===== src/rtl/stage_arb_pkg.sv =====
// stage_arb_pkg: shared state encoding, grant codes and default data width
package stage_arb_pkg;
    typedef enum logic [1:0] {IDLE, SEND, HOLD, RTZ} state_t;
    localparam int DW_DEF = 3;
    localparam logic [1:0] G_NONE = 2'b00;
    localparam logic [1:0] G_P0   = 2'b01;
    localparam logic [1:0] G_P1   = 2'b10;
endpackage


===== src/rtl/stage_sync.sv =====
// stage_sync: N-flop synchronizer chain for one asynchronous handshake input
module stage_sync #(
    parameter int N = 2
) (
    input  logic clk,
    input  logic rst,
    input  logic i_d,
    output logic o_q
);
    logic [N-1:0] r_q;
    always_ff @(posedge clk) begin
        if (rst) r_q <= '0;
        else     r_q <= {r_q[N-2:0], i_d};
    end
    assign o_q = r_q[N-1];
endmodule


===== src/rtl/stage_arb.sv =====
// stage_arb: round-robin arbiter forwarding one of two 4-phase producers to a
// bundled-data pipeline stage, with synchronized handshakes and a send timeout.
module stage_arb import stage_arb_pkg::*; #(
    parameter int DW          = DW_DEF,
    parameter int SYNC_STAGES = 2,
    parameter int TIMEOUT     = 255
) (
    input  logic          clk,
    input  logic          rst,
    input  logic          Rin0,
    output logic          Aout0,
    input  logic [DW-1:0] data_in0,
    input  logic          Rin1,
    output logic          Aout1,
    input  logic [DW-1:0] data_in1,
    output logic          Rout,
    input  logic          Ain,
    output logic [DW-1:0] data_out,
    output logic [1:0]    grant,
    output logic          busy,
    output logic          err
);
    localparam int CW = $clog2(TIMEOUT + 1);
    localparam logic [CW-1:0] TMAX = CW'(TIMEOUT);

    logic w_r0_s, w_r1_s, w_ain_s, w_pick1, w_rg_s;
    state_t r_state, w_state_nx;
    logic [1:0] r_grant, w_grant_nx;
    logic r_rout, w_rout_nx, r_aout0, w_aout0_nx, r_aout1, w_aout1_nx;
    logic r_last, w_last_nx, r_err, w_err_nx;
    logic [DW-1:0] r_data, w_data_nx;
    logic [CW-1:0] r_cnt, w_cnt_nx;

    stage_sync #(.N(SYNC_STAGES)) u_sync_r0  (.clk(clk), .rst(rst), .i_d(Rin0), .o_q(w_r0_s));
    stage_sync #(.N(SYNC_STAGES)) u_sync_r1  (.clk(clk), .rst(rst), .i_d(Rin1), .o_q(w_r1_s));
    stage_sync #(.N(SYNC_STAGES)) u_sync_ain (.clk(clk), .rst(rst), .i_d(Ain),  .o_q(w_ain_s));

    // On a tie the producer that was not served last wins.
    assign w_pick1 = w_r1_s & (~w_r0_s | ~r_last);
    assign w_rg_s  = r_grant[1] ? w_r1_s : w_r0_s;

    always_comb begin
        w_state_nx = r_state;
        w_grant_nx = r_grant;
        w_rout_nx  = r_rout;
        w_aout0_nx = r_aout0;
        w_aout1_nx = r_aout1;
        w_last_nx  = r_last;
        w_data_nx  = r_data;
        w_err_nx   = r_err;
        w_cnt_nx   = '0;
        case (r_state)
            IDLE: if (w_r0_s | w_r1_s) begin
                w_state_nx = SEND;
                w_grant_nx = w_pick1 ? G_P1 : G_P0;
                w_data_nx  = w_pick1 ? data_in1 : data_in0;
                w_rout_nx  = 1'b1;
            end
            SEND: if (w_ain_s) begin
                w_state_nx = HOLD;
                w_aout0_nx = r_grant[0];
                w_aout1_nx = r_grant[1];
            end else begin
                w_cnt_nx = (r_cnt == TMAX) ? r_cnt : r_cnt + 1'b1;
                w_err_nx = r_err | (w_cnt_nx == TMAX);
            end
            HOLD: if (!w_rg_s) begin
                w_state_nx = RTZ;
                w_rout_nx  = 1'b0;
            end
            RTZ: if (!w_ain_s) begin
                w_state_nx = IDLE;
                w_aout0_nx = 1'b0;
                w_aout1_nx = 1'b0;
                w_last_nx  = r_grant[1];
                w_grant_nx = G_NONE;
            end
            default: w_state_nx = IDLE;
        endcase
    end

    always_ff @(posedge clk) begin
        if (rst) begin
            r_state <= IDLE;
            r_grant <= G_NONE;
            r_rout  <= 1'b0;
            r_aout0 <= 1'b0;
            r_aout1 <= 1'b0;
            r_last  <= 1'b1;
            r_data  <= '0;
            r_err   <= 1'b0;
            r_cnt   <= '0;
        end else begin
            r_state <= w_state_nx;
            r_grant <= w_grant_nx;
            r_rout  <= w_rout_nx;
            r_aout0 <= w_aout0_nx;
            r_aout1 <= w_aout1_nx;
            r_last  <= w_last_nx;
            r_data  <= w_data_nx;
            r_err   <= w_err_nx;
            r_cnt   <= w_cnt_nx;
        end
    end

    assign Rout     = r_rout;
    assign Aout0    = r_aout0;
    assign Aout1    = r_aout1;
    assign data_out = r_data;
    assign grant    = r_grant;
    assign busy     = (r_state != IDLE);
    assign err      = r_err;
endmodule


===== config.mk =====
export PLATFORM = sky130hd
export DESIGN_NAME = stage_arb
export DESIGN_NICKNAME = d
export VERILOG_FILES = /design/src/rtl/stage_arb_pkg.sv /design/src/rtl/stage_sync.sv /design/src/rtl/stage_arb.sv
export SDC_FILE = /design/constraint.sdc
export NUM_CORES = 1
export LEC_CHECK = 0
export CORE_MARGIN = 2
export CORE_UTILIZATION = 40
export CTS_CLUSTER_DIAMETER = 120
export CTS_CLUSTER_SIZE = 16
export DETAILED_ROUTE_END_ITERATION = 8
export PLACE_DENSITY = 0.63
export RECOVER_POWER = 25
export SLEW_MARGIN = 20
export SYNTH_ARGS = -nofsm -noshare
export SYNTH_HDL_FRONTEND = slang
export SYNTH_SLANG_ARGS = --single-unit

===== constraint.sdc =====
create_clock -name clk -period 2.2 [get_ports clk]
set_input_delay 0.66 -clock clk [delete_from_list [all_inputs] [get_ports clk]]
set_output_delay 0.66 -clock clk [all_outputs]
set_load 0.02 [all_outputs]

==> parameters.txt, run 1 <==
Parameter                              Value

Power
  Portion of total power attributed to sequential cells ... a little under half
  Pint ... slightly above 0.0008 W
  Switching component of the power ... ~0.00042 W
  Fraction of power consumed by the clock network ... 19.1%
  Leakage power ... about 0.55 nW
  Worst IR Drop VDD ... 0.000562 V
  Combinational share of power ... roughly 36%
  PwrDens ... just over 800 nW/um^2
  Sw Share ... roughly a third

Timing
  Post-Route Skew ... 0.00520 ns
  Final period demand of the worst path ... around 2 ns
  Slew at the pin closest to its max-slew limit ... 0.660 ns
  Number of failing setup endpoints in the final timing report ... 0
  Maximum achievable frequency ... roughly 490 MHz
  Max-slew headroom ... a little under three fifths
  Number of hold violations in the final report ... 0
  Unrepaired setup endpoints after global routing ... false
  Crit share post-route ... between 90 and 100%
  Final number of max-transition violations ... 0
  Sum of negative setup slack ... 0 ns
  PnR worst setup slack ... 0.158 ns

Worst setup path
  Worst path buffer plus inverter count ... 1
  Critical Path AT ... approximately 1.4 ns
  Crit path cell chain ... clkdlybuf4s50_1
  Startpoint Class ... register
  Crit path max-delay cell type ... clkdlybuf4s50_1
  Reg2Reg Setup Slack ... 0.48 ns
  Register-to-Register Path Depth ... 5
  Critical R2R Capture ... err
  Largest fanout on the critical path ... 7
  Biggest cell delay along the critical path ... ~0.63 ns
  Worst flop-to-flop path startpoint ... r_cnt[0]
  Required time at the endpoint of the critical path ... 1.54 ns
  Startpoint of the worst setup timing path ... grant[1]
  Critical Path End Type ... output pin
  Total stage count of the critical path ... 1
  Cell family with most CP delay ... buffers and inverters
  Crit path to ... grant[1]
  Crit Path Class ... reg -> out

Worst hold path
  Hold Path Class ... reg -> reg
  Hold Path Stages ... 1

Run
  Number of max-capacitance violations reported ... 0

Floorplan
  Die width ... 61.0 um
  Full die area ... roughly 3700 um^2
  Chip Height ... 61.0 um
  Row count ... 20
  Total I/O pin count ... 21
  Effective utilization at floorplan ... approximately 42%
  Core region area ... ~3100 um^2

Synth
  Count of yosys warnings during synthesis ... 0
  Post-synth EDFFs ... 0
  Net count after synthesis ... around 160
  Synth async-reset ratio ... 0%
  Cell area after synthesis ... 1300 um^2
  Leading cell types by total area after synthesis ... dfxtp_1 40%, ha_1 4.8%, mux2i_1 3.9%, nor2b_1 3.9%, a21oi_1 3.5%
  Top cell type's share of synthesized area ... about 40%
  Top FF cell, synth ... dfxtp_1
  #FFs+latches synth ... 26
  Synthesized area per cell ... slightly above 9 um^2
  Share of synthesized area occupied by flip-flops and latches ... roughly two fifths
  Synth unique cells ... 42
  Largest area contributor in the synthesized netlist ... dfxtp_1
  Synth Instances ... 142

Global route
  Via count of the first global-routing pass ... just under 1,000
  Largest net degree at the start of global routing ... 16
  Remaining global-route overflow ... 0
  Number of antenna violations at the first check in global routing ... 0
  Global-route wire length before repair ... 4410 um
  Total routing usage reported by global routing ... approximately 16%

Clock tree
  Maximum number of buffers from clock root to sink ... 2
  CTS tree ... yes
  CTS Root Cell ... clkbuf_4
  Clock Sink Count ... 26
  # H-tree levels ... 1
  Clock slew at the register clock pins of the worst setup and hold paths ... 0.14 ns
  Cts bufs inserted ... 3
  Clock latency reported for the late side of the worst-skew pair ... roughly 0.32 ns

Final layout
  Fraction of layout instances using a drive strength above 1 ... under 10%
  Most frequent cells in the layout ... 25 x dfxtp_1, 18 x clkdlybuf4s50_1, 11 x nand2_1, 9 x a21oi_1, 9 x nor2_1
  FILL cells ... ~300
  Antenna diode count ... 0
  Most common cell after layout, fill and taps aside ... dfxtp_1
  Area overhead of the layout relative to synthesis ... 19.2%
  Post-layout nets ... approximately 180
  Number of cells in the finished layout apart from fillers ... 205

Routing
  Count of unresolved DRC violations after routing ... 0
  Met1 Routed Length ... roughly 1300 um
  Post-DRT Antenna Nets ... 0
  Met3 routed wirelength ... 84 um
  Starting DRC count in detailed routing ... 44
  Detailed Routing Iterations Pass 1 ... 4
  Total wire length ... ~2600 um
  Top layer reached by signal wires ... met4
  Routed wirelength normalized by instance count ... about 13 um
  DR vias ... around 1,100
  Routed met2 length ... roughly 1200 um
  Post-detailed-route via-to-cell ratio ... about 5.3

Placement
  RD Place Congestion ... between 0.7 and 0.8
  DP Cell Count ... between 200 and 250
  Port bufs ... 20
  Dpl ws ... roughly 0.18 ns
  DPL Wire Length ... 1920 um

Status
  Result of the run ... finished clean
## stage by stage
step / util (%) / power (W) / area (um^2) / hold slack (ns)
global route: 50.2 / 0.00134 / 1550 / 0.469
detailed placement: 49.3 / 0.00104 / 1520 / 0.432
global placement: 49.3 / 0.00102 / 1520 / 0.426
finish: 50.2 / 0.00125 / 1550 / 0.458
CTS: 50.4 / 0.00127 / 1550 / 0.461
floorplan: - / 0.000880 / 1300 / 0.414
## cell usage after synthesis, types with 2 or more instances
cell type,count
dfxtp_1,26
nand2_1,11
a21oi_1,9
nor2_1,9
nor2b_1,8
inv_1,7
o21ai_0,7
ha_1,5
mux2i_1,5
a31oi_1,4
and3_1,4
nand3_1,4
a211oi_1,3
buf_2,3
nand3b_1,3
nor3_1,3
buf_6,2
mux2_4,2
nand2b_1,2
o21a_1,2
xnor2_1,2
## worst min-delay path by stage
stage                 startpoint                 to  slack (ns)
2_1_floorplan  u_sync_ain.r_q[0]  u_sync_ain.r_q[1]        0.41
3_3_place_gp    u_sync_r0.r_q[0]   u_sync_r0.r_q[1]        0.43
3_5_place_dp    u_sync_r0.r_q[0]   u_sync_r0.r_q[1]        0.43
4_1_cts         u_sync_r0.r_q[0]   u_sync_r0.r_q[1]        0.46
5_1_grt        u_sync_ain.r_q[0]  u_sync_ain.r_q[1]        0.47
6_report        u_sync_r0.r_q[0]   u_sync_r0.r_q[1]        0.46
## layer usage
metal | global-route usage (%) | vias up
li1 | - | 551
met1 | 21.5 | 506
met2 | 24.3 | 21
met3 | 4.48 | 4
met4 | 4.04 | 0
met5 | 0 | -
## logic make-up after synthesis
| kind of cell | synth area share (%) |
|---|---|
| muxes | 6.17 |
| DFF | 40.1 |
| buffers and inverters | 5.88 |
| and+or+nand+nor | 21.1 |
| xor gates and xnor gates | 2.03 |
| adders and majority gates | 4.82 |
| AOI/OAI and AO/OA | 19.9 |
## final cells by class
| type | count | area (um^2) | area share [%] |
|---|---|---|---|
| Clock buffer | 4 | 36.3 | 2.35 |
| Inverter | 7 | 26.3 | 1.70 |
| Multi-Input combinational cell | 102 | 701 | 45.3 |
| Sequential cell | 26 | 522 | 33.7 |
| Tap cell | 44 | 55.1 | 3.56 |
| Timing Repair Buffer | 22 | 206 | 13.3 |
## what timing repair did
action                     in CTS  in global routing
hold buffers                    0                  0
buffers inserted                0                  0
resized for setup               1                  3
pin swaps                       0                  0
setup endpoints to repair       1                  2
## flip-flops by register name, indices dropped and copies added, names as in the netlist
register	flops
data_out	3
Aout1	1
r_last	1
u_sync_r0.r_q	2
r_state	2
Aout0	1
u_sync_r1.r_q	2
Rout	1
grant	2
u_sync_ain.r_q	2
err	1
r_cnt	8
## power groups by stage
stage / clock network (W) / logic [W] / registers (W)
after floorplan: 0 / 0.000286 / 0.000594
after global placement: 0 / 0.000444 / 0.000573
after detailed placement: 0 / 0.000458 / 0.000578
after CTS: 0.000252 / 0.000451 / 0.000567
after global routing: 0.000267 / 0.000497 / 0.000577
final: 0.000239 / 0.000444 / 0.000568
(Power assumes the default switching activity.)
==> run 2, diff against run 1 <==
==> constraint.sdc (replaced) <==
create_clock -name clk -period 2.13 [get_ports clk]
set_input_delay 0.639 -clock clk [delete_from_list [all_inputs] [get_ports clk]]
set_output_delay 0.639 -clock clk [all_outputs]
set_load 0.02 [all_outputs]
==> run 2 against run 1 <==
Compared with the run above:
- via count grew 1.2%
- register-to-register slack lost 0.10 ns
- first-iteration DRC count shrank 4.5%
- cell count is the same
- wire length grew 1.4%
- flip-flop and latch count is the same
- final area grew 1.1%
- global-route usage is essentially flat
- critical path depth is the same
- total power grew 11%
- clock power grew 42%
- critical endpoint unchanged
- highest routed layer unchanged
==> parameters.txt, run 2 (synthesis gave the netlist of run 1 again) <==
Parameter                              Value

Floorplan
  Chip Height ... 61.0 um (unchanged)
  Row count ... 20 (unchanged)
  Die width ... 61.0 um (unchanged)
  Effective utilization at floorplan ... 42.2% (unchanged)
  Total I/O pin count ... 21 (unchanged)
  Core region area ... 3080 um^2 (unchanged)
  Full die area ... 3720 um^2 (unchanged)

Final layout
  Number of flip-flops in the largest register ... 8 (unchanged)
  Most common cell after layout, fill and taps aside ... dfxtp_1 (unchanged)
  Fraction of layout instances using a drive strength above 1 ... 7.45% (unchanged)
  Area overhead of the layout relative to synthesis ... 20.4% (was 19.2%)
  Biggest register ... r_cnt (unchanged)
  Antenna diode count ... 0 (unchanged)
  Fin area ... 1560 um^2 (was 1550 um^2)
  Post-layout nets ... 178 (unchanged)
  Most frequent cells in the layout ... 25 x dfxtp_1, 18 x clkdlybuf4s50_1, 11 x nand2_1, 9 x a21oi_1, 9 x nor2_1 (unchanged)
  Final standard cell utilization of the core ... 50.8% (was 50.2%)

Clock tree
  Maximum number of buffers from clock root to sink ... 2 (unchanged)
  CTS tree ... yes (unchanged)
  Cts bufs inserted ... 3 (unchanged)
  # H-tree levels ... 1 (unchanged)
  Clock latency reported for the late side of the worst-skew pair ... 0.32 ns (about the same)
  Clock slew at the register clock pins of the worst setup and hold paths ... 0.14 ns (about the same)
  Clock Sink Count ... 26 (unchanged)
  CTS Root Cell ... clkbuf_4 (unchanged)
  Count of hold buffers inserted by post-cts repair ... 0 (unchanged)

Routing
  Count of unresolved DRC violations after routing ... 0 (unchanged)
  Total wire length ... 2630 um (was 2590 um)
  Starting DRC count in detailed routing ... 42 (was 44)
  Detailed Routing Iterations Pass 1 ... 4 (unchanged)
  Routed wirelength normalized by instance count ... 12.8 um (was 12.7 um)
  Post-DRT Antenna Nets ... 0 (unchanged)
  DR vias ... 1,095 (was 1,082)
  Post-detailed-route via-to-cell ratio ... 5.34 (was 5.28)

Timing
  Sum of negative setup slack ... 0 ns (unchanged)
  Worst-case hold slack ... 0.458 ns (about the same)
  Unrepaired setup endpoints after global routing ... false (unchanged)
  Final number of max-transition violations ... 0 (unchanged)
  PnR worst setup slack ... 0.111 ns (was 0.158 ns)
  Slew at the pin closest to its max-slew limit ... 0.673 ns (was 0.660 ns)
  Number of hold violations in the final report ... 0 (unchanged)
  Number of failing setup endpoints in the final timing report ... 0 (unchanged)
  Max-slew headroom ... 55.2% (was 56.0%)
  Post-Route Skew ... 0.00283 ns (was 0.00520 ns)
  Final period demand of the worst path ... between 2 and 2.5 ns
  Maximum achievable frequency ... between 400 and 500 MHz
  Crit share post-route ... between 90% and 100%

Worst setup path
  Critical Path End Type ... output pin (unchanged)
  Crit path cell chain ... clkdlybuf4s50_1 (unchanged)
  Required time at the endpoint of the critical path ... 1.49 ns (was 1.54 ns)
  Biggest cell delay along the critical path ... 0.63 ns (about the same)
  Crit Path Class ... reg -> out (unchanged)
  Startpoint Class ... register (unchanged)
  Crit path max-delay cell type ... clkdlybuf4s50_1 (unchanged)
  Largest fanout on the critical path ... 7 (unchanged)
  Worst path buffer plus inverter count ... 1 (unchanged)
  Cell family with most CP delay ... buffers and inverters (unchanged)
  Critical Path AT ... 1.38 ns (about the same)

Placement
  Placed standard-cell area ... 1520 um^2 (unchanged)
  Dpl ws ... 0.146 ns (was 0.183 ns)
  DPL Wire Length ... 1940 um (was 1920 um)
  RD Place Congestion ... 0.789 (was 0.790)
  Port bufs ... 20 (unchanged)

Power
  Leakage power ... 0.561 nW (was 0.554 nW)
  Worst IR Drop VDD ... 0.000350 V (was 0.000562 V)
  PwrDens ... 888 nW/um^2 (was 809 nW/um^2)

Global route
  Largest net degree at the start of global routing ... 16 (unchanged)
  Number of antenna violations at the first check in global routing ... 0 (unchanged)
  Remaining global-route overflow ... 0 (unchanged)
  Global-route wire length before repair ... 4380 um (was 4410 um)
  Total routing usage reported by global routing ... 15.7% (about the same)
  Via count of the first global-routing pass ... 1,009 (was 993)

Worst hold path
  Hold Path Class ... reg -> reg (unchanged)

Run
  Number of max-capacitance violations reported ... 0 (unchanged)

Status
  Result of the run ... finished clean (unchanged)
[run 2: area by class of cell]
class,instances,area (um^2)
flip-flops and latches,26,522
clock inverters,1,30.0
inverters,7,26.3
multi-input cells,102,701
fillers,305,1520
well taps,44,55.1
clock buffers,3,22.5
repair buffers,22,206
[run 2: path summary, 6_finish.rpt]
path	slack [ns]	cells past startpoint	endpoint	start
hold reg to reg	0.46	1	u_sync_r0.r_q[1]	u_sync_r0.r_q[0]
hold / removal	0.46	1	u_sync_r0.r_q[1]	u_sync_r0.r_q[0]
setup / recovery	0.11	1	grant[1]	grant[1]
setup reg to reg	0.38	6	r_state[0]	r_state[1]
[run 2: repair_timing]
item | CTS | global route
gates resized for setup | 2 | 2
hold endpoints to repair | 0 | 0
pin swaps | 0 | 0
buffers inserted | 0 | 0
cloned | 0 | 0
endpoints found under the setup margin | 2 | 1
[run 2: where the power goes]
group	total [W]	switching, W	internal, W	leakage (nW)
clock network	0.000340	0.000149	0.000190	0.0279
registers	0.000586	0.0000470	0.000539	0.213
logic	0.000463	0.000246	0.000217	0.321
[run 2: stage by stage]
step,instances,total power (W)
finish,205,0.00139
global route,205,0.00147
CTS,205,0.00141
detailed placement,201,0.00107
global placement,201,0.00105
floorplan,142,0.000909
[run 2: layer usage]
layer  wire, um  vias up  track usage [%]
li1           -      548                -
met1       1300      527             21.7
met2       1230       18             24.7
met3         87        2             4.48
met4         19        0             2.80
met5          0        -                0
==> run 3, diff against run 2 <==
--- a/config.mk
+++ b/config.mk
@@ -7,6 +7,7 @@
 export LEC_CHECK = 0
 export CORE_MARGIN = 2
 export CORE_UTILIZATION = 40
+export CTS_BUF_LIST = sky130_fd_sc_hd__clkbuf_16
 export CTS_CLUSTER_DIAMETER = 120
 export CTS_CLUSTER_SIZE = 16
 export DETAILED_ROUTE_END_ITERATION = 8
==> run 3 against run 2 <==
Compared with the run above:
- critical path type unchanged
- largest power group unchanged
- critical path depth unchanged
- largest cell class unchanged
- non-clock buffer count unchanged
- highest routed layer unchanged
- register-to-register slack improved by 0.03 ns
==> parameters.txt, run 3 (synthesis gave the netlist of run 1 again) <==
Parameter                              Value

Timing
  Number of failing setup endpoints in the final timing report ... 0 (unchanged)
  Slew at the pin closest to its max-slew limit ... 0.664 ns (was 0.673 ns)
  Sum of negative setup slack ... 0 ns (unchanged)
  Final period demand of the worst path ... 2.03 ns (was 2.02 ns)
  Final number of max-transition violations ... 0 (unchanged)
  Number of hold violations in the final report ... 0 (unchanged)
  Max-slew headroom ... 55.8% (was 55.2%)
  Maximum achievable frequency ... 493 MHz (was 495 MHz)
  Crit share post-route ... 95.2% (was 94.8%)
  Post-Route Skew ... 0.00265 ns (was 0.00283 ns)
  Unrepaired setup endpoints after global routing ... false (unchanged)

Final layout
  Number of cells in the finished layout apart from fillers ... 205 (unchanged)
  Flip-flop and latch area ... 520 um^2 (was 522 um^2)
  Biggest register ... r_cnt (unchanged)
  FILL cells ... 297 (was 305)
  Fraction of layout instances using a drive strength above 1 ... 6.21% (was 7.45%)
  Most common cell after layout, fill and taps aside ... dfxtp_1 (unchanged)
  Multi-input logic area ... 701 um^2 (unchanged)
  Number of flip-flops in the largest register ... 8 (unchanged)
  Post-layout nets ... 178 (unchanged)
  Antenna diode count ... 0 (unchanged)
  Most frequent cells in the layout ... 26 x dfxtp_1, 18 x clkdlybuf4s50_1, 11 x nand2_1, 9 x a21oi_1, 9 x nor2_1 (was 25 x dfxtp_1, 18 x clkdlybuf4s50_1, 11 x nand2_1, 9 x a21oi_1, 9 x nor2_1)
  Area overhead of the layout relative to synthesis ... 24.7% (was 20.4%)

Floorplan
  Total I/O pin count ... 21 (unchanged)
  Core region area ... 3080 um^2 (unchanged)
  Die width ... 61.0 um (unchanged)
  Chip Height ... 61.0 um (unchanged)
  Effective utilization at floorplan ... 42.2% (unchanged)
  Row count ... 20 (unchanged)
  Full die area ... 3720 um^2 (unchanged)

Routing
  Post-DRT Antenna Nets ... 0 (unchanged)
  DR vias ... 1,092 (was 1,095)
  Starting DRC count in detailed routing ... 29 (was 42)
  Total wire length ... 2690 um (was 2630 um)
  Count of unresolved DRC violations after routing ... 0 (unchanged)
  Post-detailed-route via-to-cell ratio ... 5.33 (was 5.34)
  Detailed Routing Iterations Pass 1 ... 4 (unchanged)
  Routed wirelength normalized by instance count ... 13.1 um (was 12.8 um)

Power
  Worst IR Drop VDD ... 0.000450 V (was 0.000350 V)
  Leakage power ... 0.586 nW (was 0.561 nW)
  PwrDens ... 984 nW/um^2 (was 888 nW/um^2)

Worst setup path
  Cell family with most CP delay ... buffers and inverters (unchanged)
  Crit Path Class ... reg -> out (unchanged)
  Worst path buffer plus inverter count ... 1 (unchanged)
  Critical Path End Type ... output pin (unchanged)
  Largest fanout on the critical path ... 7 (unchanged)
  Crit path max-delay cell type ... clkdlybuf4s50_1 (unchanged)
  Critical Path AT ... 1.39 ns (was 1.38 ns)
  Required time at the endpoint of the critical path ... 1.49 ns (about the same)
  Startpoint Class ... register (unchanged)
  Crit path cell chain ... clkdlybuf4s50_1 (unchanged)
  Biggest cell delay along the critical path ... 0.66 ns (was 0.63 ns)
  Reg2Reg Setup Slack ... 0.41 ns (was 0.38 ns)

Clock tree
  Maximum number of buffers from clock root to sink ... 2 (unchanged)
  Total setup buffers inserted after CTS ... 0 (unchanged)
  # H-tree levels ... 1 (unchanged)
  CTS Root Cell ... clkbuf_16 (was clkbuf_4)
  Clock slew at the register clock pins of the worst setup and hold paths ... 0.06 ns (was 0.14 ns)
  CTS tree ... yes (unchanged)
  Clock Sink Count ... 26 (unchanged)
  Cts bufs inserted ... 3 (unchanged)
  Clock latency reported for the late side of the worst-skew pair ... 0.26 ns (was 0.32 ns)

Placement
  DP Cell Count ... 201 (unchanged)
  RD Place Congestion ... 0.789 (unchanged)
  Port bufs ... 20 (unchanged)
  DPL Wire Length ... 1940 um (unchanged)

Status
  Result of the run ... finished clean (unchanged)

Global route
  Global-route wire length before repair ... 4560 um (was 4380 um)
  Via count of the first global-routing pass ... 1,055 (was 1,009)
  Remaining global-route overflow ... 0 (unchanged)
  Total routing usage reported by global routing ... 16.5% (was 15.7%)
  Largest net degree at the start of global routing ... 16 (unchanged)
  Number of antenna violations at the first check in global routing ... 0 (unchanged)

Run
  Number of max-capacitance violations reported ... 0 (unchanged)

Worst hold path
  Hold Path Class ... reg -> reg (unchanged)
-- run 3: changes by cell type in the layout (fill, tap and decap cells not counted) --
cell | previous run | this run
clkbuf_16 | 0 | 3
clkbuf_2 | 1 | 0
clkbuf_4 | 3 | 0
dfxtp_1 | 25 | 26
dfxtp_2 | 1 | 0
dlygate4sd2_1 | 0 | 1
-- run 3: path summary, 6_finish.rpt --
| kind | startpoint | end | cells after the start |
|---|---|---|---|
| setup / recovery | grant[1] | grant[1] | 1 |
| hold / removal | u_sync_r0.r_q[0] | u_sync_r0.r_q[1] | 1 |
| setup reg to reg | r_state[1] | r_state[0] | 6 |
| hold reg to reg | u_sync_r0.r_q[0] | u_sync_r0.r_q[1] | 1 |
-- run 3: area by class of cell --
type,count,area share [%]
multi-input combinational,102,43.3
clock buffer,3,4.64
sequential,26,32.2
timing repair buffer,22,13.0
clock inverter,1,1.86
inverter,7,1.62
tap,44,3.40
-- run 3: routing by layer --
metal,vias up,part of all wire [%],track usage (%)
li1,549,-,-
met1,517,46,22.0
met2,24,48,26.1
met3,2,4.5,3.84
met4,0,0.56,6.21
met5,-,0,0
-- run 3: power by group --
| group | leakage (nW) | internal (W) | switching, W | total, W |
|---|---|---|---|---|
| registers | 0.212 | 0.000539 | 0.0000466 | 0.000585 |
| logic | 0.323 | 0.000220 | 0.000246 | 0.000466 |
| clock network | 0.0511 | 0.000374 | 0.000167 | 0.000540 |
| total | 0.586 | 0.00113 | 0.000459 | 0.00159 |
-- run 3: per-stage QoR --
step	instance area, um^2	setup WS, ns	power [W]	hold slack (ns)	util (%)
5_1_grt	1620	0.0223	0.00169	0.463	52.6
6_report	1620	0.103	0.00159	0.441	52.6
4_1_cts	1620	0.0910	0.00161	0.448	52.7
3_3_place_gp	1520	0.189	0.00105	0.426	49.3
3_5_place_dp	1520	0.146	0.00107	0.432	49.3
2_1_floorplan	1300	0.618	0.000909	0.414	-
-- run 3: repair_timing --
item,4_1_cts,5_1_grt
setup endpoints to repair,1,0
resized for setup,1,0
hold buffers,0,0
